--- config.mk ---
export PLATFORM = sky130hd
export DESIGN_NAME = w232c_tx
export DESIGN_NICKNAME = d
export VERILOG_FILES = /design/src/rtl/w232c_tx.sv
export SDC_FILE = /design/constraint.sdc
export NUM_CORES = 1
export LEC_CHECK = 0
export BUFFER_PORTS_ARGS = -buffer_cell sky130_fd_sc_hd__buf_2
export CORE_MARGIN = 3
export CORE_UTILIZATION = 45
export CTS_CLUSTER_DIAMETER = 40
export CTS_CLUSTER_SIZE = 30
export DETAILED_ROUTE_END_ITERATION = 10
export PLACE_DENSITY_LB_ADDON = 0.08
export SYNTH_ARGS = -nofsm -noshare
export SYNTH_HDL_FRONTEND = slang
export SYNTH_SLANG_ARGS = --single-unit
--- constraint.sdc ---
create_clock -name clk -period 2.9 [get_ports clk]
set_input_delay 0.58 -clock clk [delete_from_list [all_inputs] [get_ports clk]]
set_output_delay 0.58 -clock clk [all_outputs]
set_load 0.05 [all_outputs]
--- src/rtl/w232c_tx.sv ---
// w232c_tx: word-level RS-232C transmitter. A 2-entry word FIFO feeds a serializer that sends four frames per word, MSB byte first.
// Define W232C_PARITY_EN to add an even-parity bit after the data bits (8E1 instead of 8N1).
module w232c_tx #(
    parameter logic [15:0] wtime = 16'h0006
) (
    input  logic        clk,
    input  logic        rst,
    input  logic [31:0] in_data,
    input  logic        in_valid,
    output logic        in_ready,
    output logic        tx,
    output logic        busy
);

`ifdef W232C_PARITY_EN
    typedef enum logic [2:0] {IDLE, START, DATA, PARITY, STOP} state_t;
`else
    typedef enum logic [1:0] {IDLE, START, DATA, STOP} state_t;
`endif

    state_t      state_q, state_d;
    logic [15:0] timer_q, timer_d;
    logic [2:0]  bit_q, bit_d;
    logic [1:0]  idx_q, idx_d;
    logic [31:0] active_q, active_d;
    logic [7:0]  shift_q, shift_d;
    logic [31:0] mem_q [2];
    logic [31:0] mem_d [2];
    logic        wr_ptr_q, wr_ptr_d;
    logic        rd_ptr_q, rd_ptr_d;
    logic [1:0]  count_q, count_d;
    logic        tx_q, tx_d;
    logic        busy_q, busy_d;
    logic        in_ready_q, in_ready_d;
`ifdef W232C_PARITY_EN
    logic        parity_q, parity_d;
`endif
    logic        push, pop, bit_done;
    logic [31:0] head;

    function automatic logic [7:0] byte_of(input logic [31:0] w, input logic [1:0] i);
        case (i)
            2'd0:    byte_of = w[31:24];
            2'd1:    byte_of = w[23:16];
            2'd2:    byte_of = w[15:8];
            default: byte_of = w[7:0];
        endcase
    endfunction

    always_comb begin
        state_d  = state_q;
        timer_d  = timer_q;
        bit_d    = bit_q;
        idx_d    = idx_q;
        active_d = active_q;
        shift_d  = shift_q;
        mem_d    = mem_q;
        wr_ptr_d = wr_ptr_q;
        rd_ptr_d = rd_ptr_q;
        tx_d     = 1'b1;
        pop      = 1'b0;
        push     = in_valid && in_ready_q;
        head     = mem_q[rd_ptr_q];
        bit_done = (timer_q == 16'd0);
`ifdef W232C_PARITY_EN
        parity_d = parity_q;
`endif
        if (!bit_done) timer_d = timer_q - 16'd1;

        case (state_q)
            IDLE: begin
                if (count_q != 2'd0) begin
                    pop      = 1'b1;
                    active_d = head;
                    idx_d    = 2'd0;
                    shift_d  = head[31:24];
                    timer_d  = wtime - 16'd1;
                    state_d  = START;
                end
            end
            START: begin
                tx_d = 1'b0;
`ifdef W232C_PARITY_EN
                parity_d = 1'b0;
`endif
                if (bit_done) begin
                    timer_d = wtime - 16'd1;
                    bit_d   = 3'd0;
                    state_d = DATA;
                end
            end
            DATA: begin
                tx_d = shift_q[0];
                if (bit_done) begin
                    timer_d = wtime - 16'd1;
                    shift_d = {1'b0, shift_q[7:1]};
                    bit_d   = bit_q + 3'd1;
`ifdef W232C_PARITY_EN
                    parity_d = parity_q ^ shift_q[0];
                    if (bit_q == 3'd7) state_d = PARITY;
`else
                    if (bit_q == 3'd7) state_d = STOP;
`endif
                end
            end
`ifdef W232C_PARITY_EN
            PARITY: begin
                tx_d = parity_q;
                if (bit_done) begin
                    timer_d = wtime - 16'd1;
                    state_d = STOP;
                end
            end
`endif
            STOP: begin
                if (bit_done) begin
                    timer_d = wtime - 16'd1;
                    // Next byte of this word, else next word straight from the FIFO, with no idle gap.
                    if (idx_q != 2'd3) begin
                        idx_d   = idx_q + 2'd1;
                        shift_d = byte_of(active_q, idx_q + 2'd1);
                        state_d = START;
                    end else if (count_q != 2'd0) begin
                        pop      = 1'b1;
                        active_d = head;
                        idx_d    = 2'd0;
                        shift_d  = head[31:24];
                        state_d  = START;
                    end else begin
                        state_d = IDLE;
                    end
                end
            end
            default: state_d = IDLE;
        endcase

        if (push) begin
            mem_d[wr_ptr_q] = in_data;
            wr_ptr_d        = ~wr_ptr_q;
        end
        if (pop) rd_ptr_d = ~rd_ptr_q;
        count_d    = count_q + {1'b0, push} - {1'b0, pop};
        in_ready_d = (count_d != 2'd2);
        busy_d     = (state_q != IDLE) || (count_q != 2'd0);
    end

    always_ff @(posedge clk) begin
        if (rst) begin
            state_q    <= IDLE;
            timer_q    <= 16'd0;
            bit_q      <= 3'd0;
            idx_q      <= 2'd0;
            active_q   <= 32'd0;
            shift_q    <= 8'd0;
            wr_ptr_q   <= 1'b0;
            rd_ptr_q   <= 1'b0;
            count_q    <= 2'd0;
            tx_q       <= 1'b1;
            busy_q     <= 1'b0;
            in_ready_q <= 1'b1;
`ifdef W232C_PARITY_EN
            parity_q   <= 1'b0;
`endif
        end else begin
            state_q    <= state_d;
            timer_q    <= timer_d;
            bit_q      <= bit_d;
            idx_q      <= idx_d;
            active_q   <= active_d;
            shift_q    <= shift_d;
            wr_ptr_q   <= wr_ptr_d;
            rd_ptr_q   <= rd_ptr_d;
            count_q    <= count_d;
            tx_q       <= tx_d;
            busy_q     <= busy_d;
            in_ready_q <= in_ready_d;
`ifdef W232C_PARITY_EN
            parity_q   <= parity_d;
`endif
        end
    end

    // FIFO storage needs no reset: occupancy and pointers gate every read.
    always_ff @(posedge clk) begin
        mem_q <= mem_d;
    end

    assign in_ready = in_ready_q;
    assign tx       = tx_q;
    assign busy     = busy_q;

endmodule

; After elaboration in Yosys (flattened, before gate mapping)
; Cells that the tools add are included.
[classes]
add_sub_neg = 5
magnitude_cmp = 3
eq_ne = 14
muxes = 40
n_bitwise = 4
n_reduce_logical = 17
[ops]
columns = op, count
row1 = $mux W32, 7
row2 = $bwmux W64, 1
row3 = $pmux W32 S2, 1
row4 = $mux W16, 3
row5 = $pmux W8 S3, 2
row6 = $demux W32 S1, 1
row7 = $mux W8, 4
row8 = $pmux W16 S2, 1
row9 = $logic_not A16 Y1, 1
row10 = $mux W2, 8
row11 = $ne A2 B2 Y1 const B, 8
row12 = $sub A16 B1 Y16 const B, 1
row13 = $reduce_and A3 Y1, 3
row14 = $pmux W2 S4, 1
row15 = $reduce_bool A2 Y1, 4
row16 = $eq A2 B2 Y1 const B, 3
row17 = $mux W3, 2
row18 = $pmux W3 S2, 1
row19 = $mux W1, 5
row20 = $reduce_and A5 Y1, 1
row21 = $eq A2 B1 Y1 const B, 2
row22 = $ge A2 B2 Y1 const B, 2
row23 = $logic_not A2 Y1, 2
row24 = $not A1 Y2, 2
row25 = other kinds (14), 17
[totals]
ff_bits = 134
inputBits = 35
out_inout_bits = 3
elab_cells = 97

; Longest topological paths before layout
; Gate-level depths: netlist of the first run.
[depth]
word_depth = 8
mapped_depth = 11
mapped_depth_nobuf = 11

; Worst setup path after synthesis of the first run
; Ideal clock, no wire load.
[synth_timing]
path_type = flip-flop to flip-flop
startpoint = register in_ready_q (netlist: in_ready)
endpoint = register mem_q[32] in the netlist's numbering, enable pin
setup_ns = 0.421
arrival_time_ns = 2.207
required_time_ns = 2.479
setup_slack_ns = 0.272
path_stages_with_launch = 3
n_path_buf = 0
period_less_slack_ns = 2.628
path_cell_list = dfxtp_1 -> nand2_1 -> nor2_1
[synth_via]
elab_chain_cells = 1
[synth_rtl]
columns = item, line_no
row1 = start: declaration, 34  ; logic in_ready_q, in_ready_d;
row2 = start signal: assignment, 176  ; in_ready_q <= in_ready_d;
row3 = $logic_and A1 B1 Y1, 62  ; push = in_valid && in_ready_q;
row4 = end signal: assignment, 185  ; mem_q <= mem_d;
row5 = end: declaration, 27  ; logic [31:0] mem_q [2];
; No other way between the ends.
; A chain may end at the register's enable or synchronous reset.

; Worst setup path in the final report of the first run
[layout_timing]
startpoint = register state_q[1]
endpoint = register in_ready_q (netlist: in_ready)
[layout_via]
elab_chain_cells = 4
elab_cells_between_ends = 5
cone_classes = add/sub (1) / eq/ne (2) / mux (1) / reduce/logical (1)
[layout_rtl]
columns = item, line_no
row1 = start: declaration, 21  ; state_t state_q, state_d;
row2 = start signal: assignment, 165  ; state_q <= state_d;
row3 = $eq A2 B2 Y1 / $logic_not A2 Y1 (equally long branches), 70  ; case (state_q)
row4 = $pmux W1 S2 (*), 70
row5 = via pop, 38  ; logic push, pop, bit_done;
row6 = $sub A2 B1 Y2 (*), 142  ; count_d = count_q + {1'b0, push} - {1'b0, pop};
row7 = $ne A2 B2 Y1 (*), 143  ; in_ready_d = (count_d != 2'd2);
; The timed path passes the listed nets; every way through them passes the cells marked *.

==> results of run 1 <==
-- worst max-delay path by stage --
| stage | cells past startpoint | end | slack, ns | from |
|---|---|---|---|---|
| after global placement | 10 | in_ready | 0.47 | state_q[1] |
| after CTS | 10 | in_ready | 0.36 | state_q[1] |
| after global routing | 10 | in_ready | 0.23 | state_q[1] |
| after floorplan | 2 | mem_q[32] | 0.27 | in_ready |
| final | 10 | in_ready | 0.37 | state_q[1] |
| after detailed placement | 10 | in_ready | 0.37 | state_q[1] |
-- cells by family (layout without fill, tap and decap cells) --
logic type	after synthesis	after routing
buffers and inverters	37	89
DFF	126	126
and+or+nand+nor	134	134
adders and majority gates	15	15
muxes	39	39
AOI/OAI and AO/OA	103	103
xor gates and xnor gates	8	8
-- cell type report --
type | instances | area (µm²) | area share, %
sequential | 126 | 3164 | 50.27
clock buffer | 19 | 442.9 | 7.036
clock inverter | 13 | 162.7 | 2.584
multi-input combinational | 299 | 2052 | 32.60
inverter | 11 | 41.29 | 0.6559
timing repair buffer | 46 | 252.7 | 4.015
tap | 143 | 178.9 | 2.842
-- cells in the mapped netlist (4+ instances only) --
| cell type | n |
|---|---|
| a211oi_1 | 39 |
| a21oi_1 | 14 |
| a221oi_1 | 9 |
| a22oi_1 | 8 |
| buf_4 | 4 |
| clkbuf_1 | 15 |
| dfxtp_1 | 62 |
| edfxtp_1 | 64 |
| ha_1 | 15 |
| inv_1 | 10 |
| mux2i_1 | 39 |
| nand2_1 | 16 |
| nand3_1 | 5 |
| nor2_1 | 66 |
| nor2b_1 | 8 |
| nor3_1 | 8 |
| o21ai_0 | 16 |
| or3_1 | 4 |
| or4_1 | 4 |
| xnor2_1 | 5 |
-- per-layer routing --
layer | up-vias | share of wire [%] | GRT usage, % | wire [µm]
met5 | - | 0 | 0 | 0
met4 | 0 | 0.98 | 5.008 | 103
met3 | 8 | 4.3 | 5.526 | 448
met2 | 65 | 49 | 27.78 | 5100
met1 | 1651 | 46 | 22.00 | 4857
li1 | 1805 | - | - | -
-- worst reg2reg max path, stage by stage, from the launching register on --
cell and delay [ns]:
dfxtp_1 0.39, inv_1 0.15, ha_1 0.43, nor3_1 0.09
a31o_2 0.28, ha_1 0.27, inv_1 0.04, ha_1 0.17
xor2_1 0.15, xnor2_1 0.14, or3_1 0.31
-- sequential cells by signal, summed over array words and instances (netlist names) --
name and cells:
bit_q 3, active_q 24, idx_q 2, shift_q 8
state_q 2, tx 1, mem_q 64, timer_q 16
in_ready 1, rd_ptr_q 1, count_q 2, busy 1
wr_ptr_q 1
-- layout by cell type, fill, tap and decap left out, drive strengths merged, types with 4 or more instances in the layout --
master and count:
nand2 16, buf 46, nand3 5, mux2i 39, a221oi 9, clkbuf 19
or3 5, o21ai 18, xnor2 5, ha 15, a211oi 40, nor3 9
edfxtp 64, clkinv 6, dfxtp 62, a21oi 14, or4 4, inv 13
a22oi 8, nor2b 8, nor2 67
-- power by group --
part           switching [µW]  internal (µW)
clock network             764           1380
registers                 336           2410
logic                    1950           1240
total                    3050           5020
-- metrics by stage --
stage	power (µW)	setup slack [ns]	area (µm²)
global route	8622	0.2316	6295
detailed placement	5972	0.3708	5689
finish	8073	0.3657	6295
global placement	5909	0.4706	5689
CTS	8149	0.3641	6295
floorplan	5261	0.2722	5378
==> metrics.md, run 1 <==
| Metric | Value |
|---|---|
| Post-synthesis compound-gate area fraction | `13.82%` |
| Total grt overflow | `0` |
| Max-cap violations | `0` |
| Remaining routing DRC violations | `0` |
| Fill count | `987` |
| # rows | `39` |
| CP bufs+invs | `2` |
| Core footprint | `11,560 µm²` |
| Post_cts resized | `0` |
| Final core occ | `54.43%` |
| Worst-path cell chain | `inv_1 > ha_1 > nor3_1 > a31o_2 > ha_1 > inv_1 > ha_1 > xor2_1 > xnor2_1 > or3_1` |
| PwrDens | `1283 nW/µm²` |
| Drt first pass iters | `4` |
| Ant. Diodes | `0` |
| Status | `finished, final reports clean` |
| Slew headroom | `53.57%` |
| DRT antenna net count | `0` |
| First-pass GRT wire length | `17,350 µm` |
| CTS tree | `built` |
| Actual slew at the worst max-slew pin | `0.6965 ns` |
| Final setup fails | `0` |
| Cell Count, Final, Fillers Out | `657` |
| Hold_buf cts | `0` |
| Async S/R FF share, synth | `0%` |
| Mapped Area | `5378 µm²` |
| Final WL | `10,510 µm` |
| Root Buffer | `clkbuf_16` |
| Initial antenna violation count | `0` |
| Fin crit share | `87.39%` |
| Vias/cell | `5.371` |
| Max FO, Critical Path | `6` |
| Hold_ws | `0.3555 ns` |
| Post-synthesis average cell area | `11.64 µm²` |
| Setup TNS | `0 ns` |
| Reg-to-reg slack, setup | `0.37 ns` |
| I/O pin cnt | `38` |
| Mapped Cells | `462` |
| Die W | `115.3 µm` |
| Xor/xnor share of the synthesized area | `1.303%` |
| Delay-heaviest family, CP | `adder cells` |
| WP data arrival | `2.82 ns` |
| CP Class | `flop to flop` |
| Gpl congestion | `0.8274` |
| Largest net degree at the start of global routing | `52` |
| Count of input and output buffers | `37` |
| Worst-path clk slew | `0.06 ns` |
| Syn. warnings | `0` |
| Vias in the first global route | `3,467` |
| Endpoint of the worst hold path | `mem_q[20]` |
| DP Wirelength | `6892 µm` |
| Post-Synth Simple-Gate Area | `12.24%` |
| Fmax achieved | `394.6 MHz` |
| Endpoint class of the critical path | `flop` |
| Fin Clk Skew | `0.005441 ns` |
| Clock sink count | `126` |
| Post-synthesis mux area share | `7.259%` |
| Count of cell types in the netlist | `54` |
| Ranking of synthesized cells by area | `edfxtp_1 36%, dfxtp_1 23%, mux2i_1 7.3%` |
| Launch point of the worst hold path | `in_data[20]` |
| Cell count after placement | `625` |
| Post-CTS Setup Repair Bufs | `0` |
| Peak supply drop | `0.5694 mV` |
| WHS Path Cells | `1` |
| Nets | `551` |
| GR Util All Layers | `17.11%` |
| Clk_lat worst skew | `0.41 ns` |
| Maximum buffer depth of the clock tree | `2` |
| Layout cells sized above 1 | `17.51%` |
| Post-synthesis adder-cell area fraction | `3.490%` |
| Post-synth top area cell | `edfxtp_1` |
| Initial Util | `46.50%` |
| CP peak stage delay | `0.43 ns` |
| EDFF count, synth | `64` |
| Critical Path Source Type | `flop` |
| Reg-to-reg critical path startpoint | `state_q[1]` |
| Top FF cell, synth | `edfxtp_1` |
| Max Slew Vio Count | `0` |
| CTS Buf Count | `17` |
| Cells on worst reg2reg path | `10` |
| Seq/Total Area, Yosys | `58.82%` |
| H-tree depth | `4` |
| Vias post-DR | `3,529` |
| Initial DRC count | `191` |
| R2r endpoint | `in_ready` |
| Main combinational cell family by area after synthesis | `compound AO/OA/AOI/OAI gates` |
| Leakage | `0.002296 µW` |
| Slowest library cell on the worst path | `ha_1` |
| FF+latch count, synth | `126` |
| CP most frequent cell | `ha_1` |
| Synth Net Count | `512` |
| Tmin final | `2.534 ns` |
| RSZ-0062 raised after global routing | `false` |
| Synth-to-Final Area Change | `17.05%` |
| Hold Vio Cnt, Final | `0` |
| WP data required | `3.19 ns` |
| Drt wl/cell | `16.00 µm` |
| Synth top area share | `35.74%` |
| Die Area | `13,300 µm²` |
| Hold Crit Class | `primary input to flop` |
| Die height | `115.3 µm` |
Power figures use the tool's default switching activity.
==> run 2: changes to the inputs <==
CORE_UTILIZATION = 50   (was 45)
==> run 2 against run 1 <==
  * Total power shrank 3.1%
  * Largest power group unchanged
  * Largest cell class unchanged
  * Wire length shrank 2.9%
  * Count of clock-buffer cells in the layout grew 3
  * Sequential share of layout area grew 0.68 points
  * Design area shrank 1.3%
  * Cell count shrank 1.4%
  * Fmax shrank 2.2%
  * Register-to-register slack lost 0.06 ns
  * Global-route usage grew 1.3 points
  * Clock skew grew 0.020 ns
  * Die area shrank 9.5%
  * Non-clock buffer count shrank 1
==> metrics.md, run 2 (synthesis gave the netlist of run 1 again) <==
| Metric | Value |
|---|---|
| Final WL | `10,200 µm (-2.9%)` |
| Worst Setup SP | `state_q[1]` |
| Count of input and output buffers | `37 (unchanged)` |
| Initial DRC count | `238 (+25%)` |
| Worst-path clk slew | `0.06 ns (about the same)` |
| Vias in the first global route | `3,503 (+1.0%)` |
| Layout cells sized above 1 | `16.41% (-1.1 points)` |
| Setup TNS | `0 ns (unchanged)` |
| Cells on worst reg2reg path | `10 (unchanged)` |
| Fill count | `892 (-9.6%)` |
| I/O pin cnt | `38 (unchanged)` |
| Core footprint | `10,370 µm² (-10%)` |
| DR WL met2 | `4965 µm (-2.6%)` |
| Largest regs | `mem_q: 64 flops, active_q: 24 flops, timer_q: 16 flops` |
| Uppermost layer routed | `met4` |
| Max-cap violations | `0 (unchanged)` |
| # rows | `37 (-5.1%)` |
| Initial Util | `51.86% (+5.4 points)` |
| Post-CTS Setup Repair Bufs | `0 (unchanged)` |
| Post_cts resized | `0 (unchanged)` |
| PwrDens | `1260 nW/µm² (-1.8%)` |
| DRT antenna net count | `0 (unchanged)` |
| Drt first pass iters | `4 (unchanged)` |
| Reg-to-reg slack, setup | `0.31 ns (-0.06 ns)` |
| Hold_buf cts | `0 (unchanged)` |
| GR Util All Layers | `18.39% (+1.3 points)` |
| Actual slew at the worst max-slew pin | `0.6740 ns (-0.02251 ns)` |
| WL met3 | `385 µm (-14%)` |
| Total power | `7826 µW (-3.1%)` |
| Maximum buffer depth of the clock tree | `2 (unchanged)` |
| Commonest non-fill, non-tap cell in the layout | `nor2_1` |
| CTS tree | `built` |
| Max FO, Critical Path | `6 (unchanged)` |
| WP depth | `10 (unchanged)` |
| Peak supply drop | `0.5536 mV (-2.8%)` |
| Area of the multi-input gates | `2052 µm² (unchanged)` |
| Delay-heaviest family, CP | `adder cells` |
| Fin crit share | `89.35% (+2.0 points)` |
| Worst-path cell chain | `inv_1 > ha_1 > nor3_1 > a31o_2 > ha_1 > inv_1 > ha_1 > xor2_1 > xnor2_1 > or3_1` |
| Critical Path Sink | `in_ready` |
| First-pass GRT wire length | `16,970 µm (-2.2%)` |
| RSZ-0062 raised after global routing | `false` |
| Die height | `109.7 µm (-4.9%)` |
| WP data arrival | `2.96 ns (+0.14 ns)` |
| Fmax achieved | `385.9 MHz (-2.2%)` |
| Ant. Diodes | `0 (unchanged)` |
| Tmin final | `2.591 ns (+0.05701 ns)` |
| Slew headroom | `55.07% (+1.5 points)` |
| Initial antenna violation count | `0 (unchanged)` |
| Status | `finished, final reports clean` |
| CP Class | `flop to flop` |
| Max Slew Vio Count | `0 (unchanged)` |
| Synth-to-Final Area Change | `15.50%` |
| Most frequent cells in the layout | `65 x nor2_1, 64 x edfxtp_1, 61 x dfxtp_1` |
| Register Area | `3164 µm² (unchanged)` |
| Hold Vio Cnt, Final | `0 (unchanged)` |
| Leakage | `0.002263 µW (-1.4%)` |
| Critical Path Source Type | `flop` |
| DP Wirelength | `6909 µm (+0.25%)` |
| CTS Buf Count | `17 (unchanged)` |
| WP data required | `3.27 ns (+0.08 ns)` |
| CP peak stage delay | `0.43 ns (about the same)` |
| Biggest register | `mem_q` |
| Remaining routing DRC violations | `0 (unchanged)` |
| Endpoint class of the critical path | `flop` |
| Vias/cell | `5.522 (+2.8%)` |
| CP bufs+invs | `2 (unchanged)` |
| Hold Crit Class | `primary input to flop` |
| Metal-1 WL | `4741 µm (-2.4%)` |
| Launch point of the worst hold path | `in_data[6]` |
| Drt wl/cell | `15.74 µm (-1.6%)` |
| Final core occ | `59.89% (+5.5 points)` |
| Slowest library cell on the worst path | `ha_1` |
| CP most frequent cell | `ha_1` |
| R2r endpoint | `in_ready` |
| Clk_lat worst skew | `0.51 ns (+0.10 ns)` |
| Flip-flop count of the largest register, all copies and words added | `64 (unchanged)` |
| Die Area | `12,040 µm² (-9.5%)` |
| Fin Clk Skew | `0.02529 ns (+0.01985 ns)` |
| H-tree depth | `4 (unchanged)` |
| Reg-to-reg critical path startpoint | `state_q[1]` |
| Final setup fails | `0 (unchanged)` |
| Total grt overflow | `0 (unchanged)` |
| Die W | `109.7 µm (-4.9%)` |
| Vias post-DR | `3,578 (+1.4%)` |
| Largest net degree at the start of global routing | `49 (-5.8%)` |
| Gpl congestion | `0.8516 (+2.9%)` |
| Clock sink count | `126 (unchanged)` |
| Nets | `550 (-0.18%)` |
| Root Buffer | `clkbuf_8` |
-- run 2: where the power goes --
part	switching [µW]	internal, µW
sequential	378	2410
clock	690	1230
combinational	1890	1230
total	2960	4870
-- run 2: worst min-delay path by stage --
stage	end	depth (start not counted)
2_1_floorplan	shift_q[7]	2
3_3_place_gp	shift_q[7]	2
3_5_place_dp	shift_q[7]	2
4_1_cts	mem_q[38]	1
5_1_grt	mem_q[38]	1
6_report	mem_q[38]	1
-- run 2: layout make-up --
| class | count | share of cell area (%) |
|---|---|---|
| inverter | 11 | 0.6648 |
| clock buffer | 22 | 7.131 |
| multi-input combinational | 299 | 33.04 |
| timing repair buffer | 45 | 3.948 |
| tap | 136 | 2.740 |
| clock inverter | 9 | 1.531 |
| sequential | 126 | 50.95 |
-- run 2: layer usage --
metal | global-route usage, % | vias up
met5 | 0 | -
met4 | 6.500 | 0
met3 | 5.167 | 8
met2 | 29.03 | 80
met1 | 24.33 | 1689
li1 | - | 1801
-- run 2: through the flow --
step / area, µm² / instances / hold WS, ns / setup WS (ns)
final: 6211 / 648 / 0.2568 / 0.3087
after global routing: 6211 / 648 / 0.2321 / 0.1745
after CTS: 6211 / 648 / 0.2308 / 0.3404
after detailed placement: 5673 / 617 / 0.4760 / 0.3634
after global placement: 5673 / 617 / 0.4611 / 0.4517
after floorplan: 5378 / 462 / 0.4511 / 0.2722
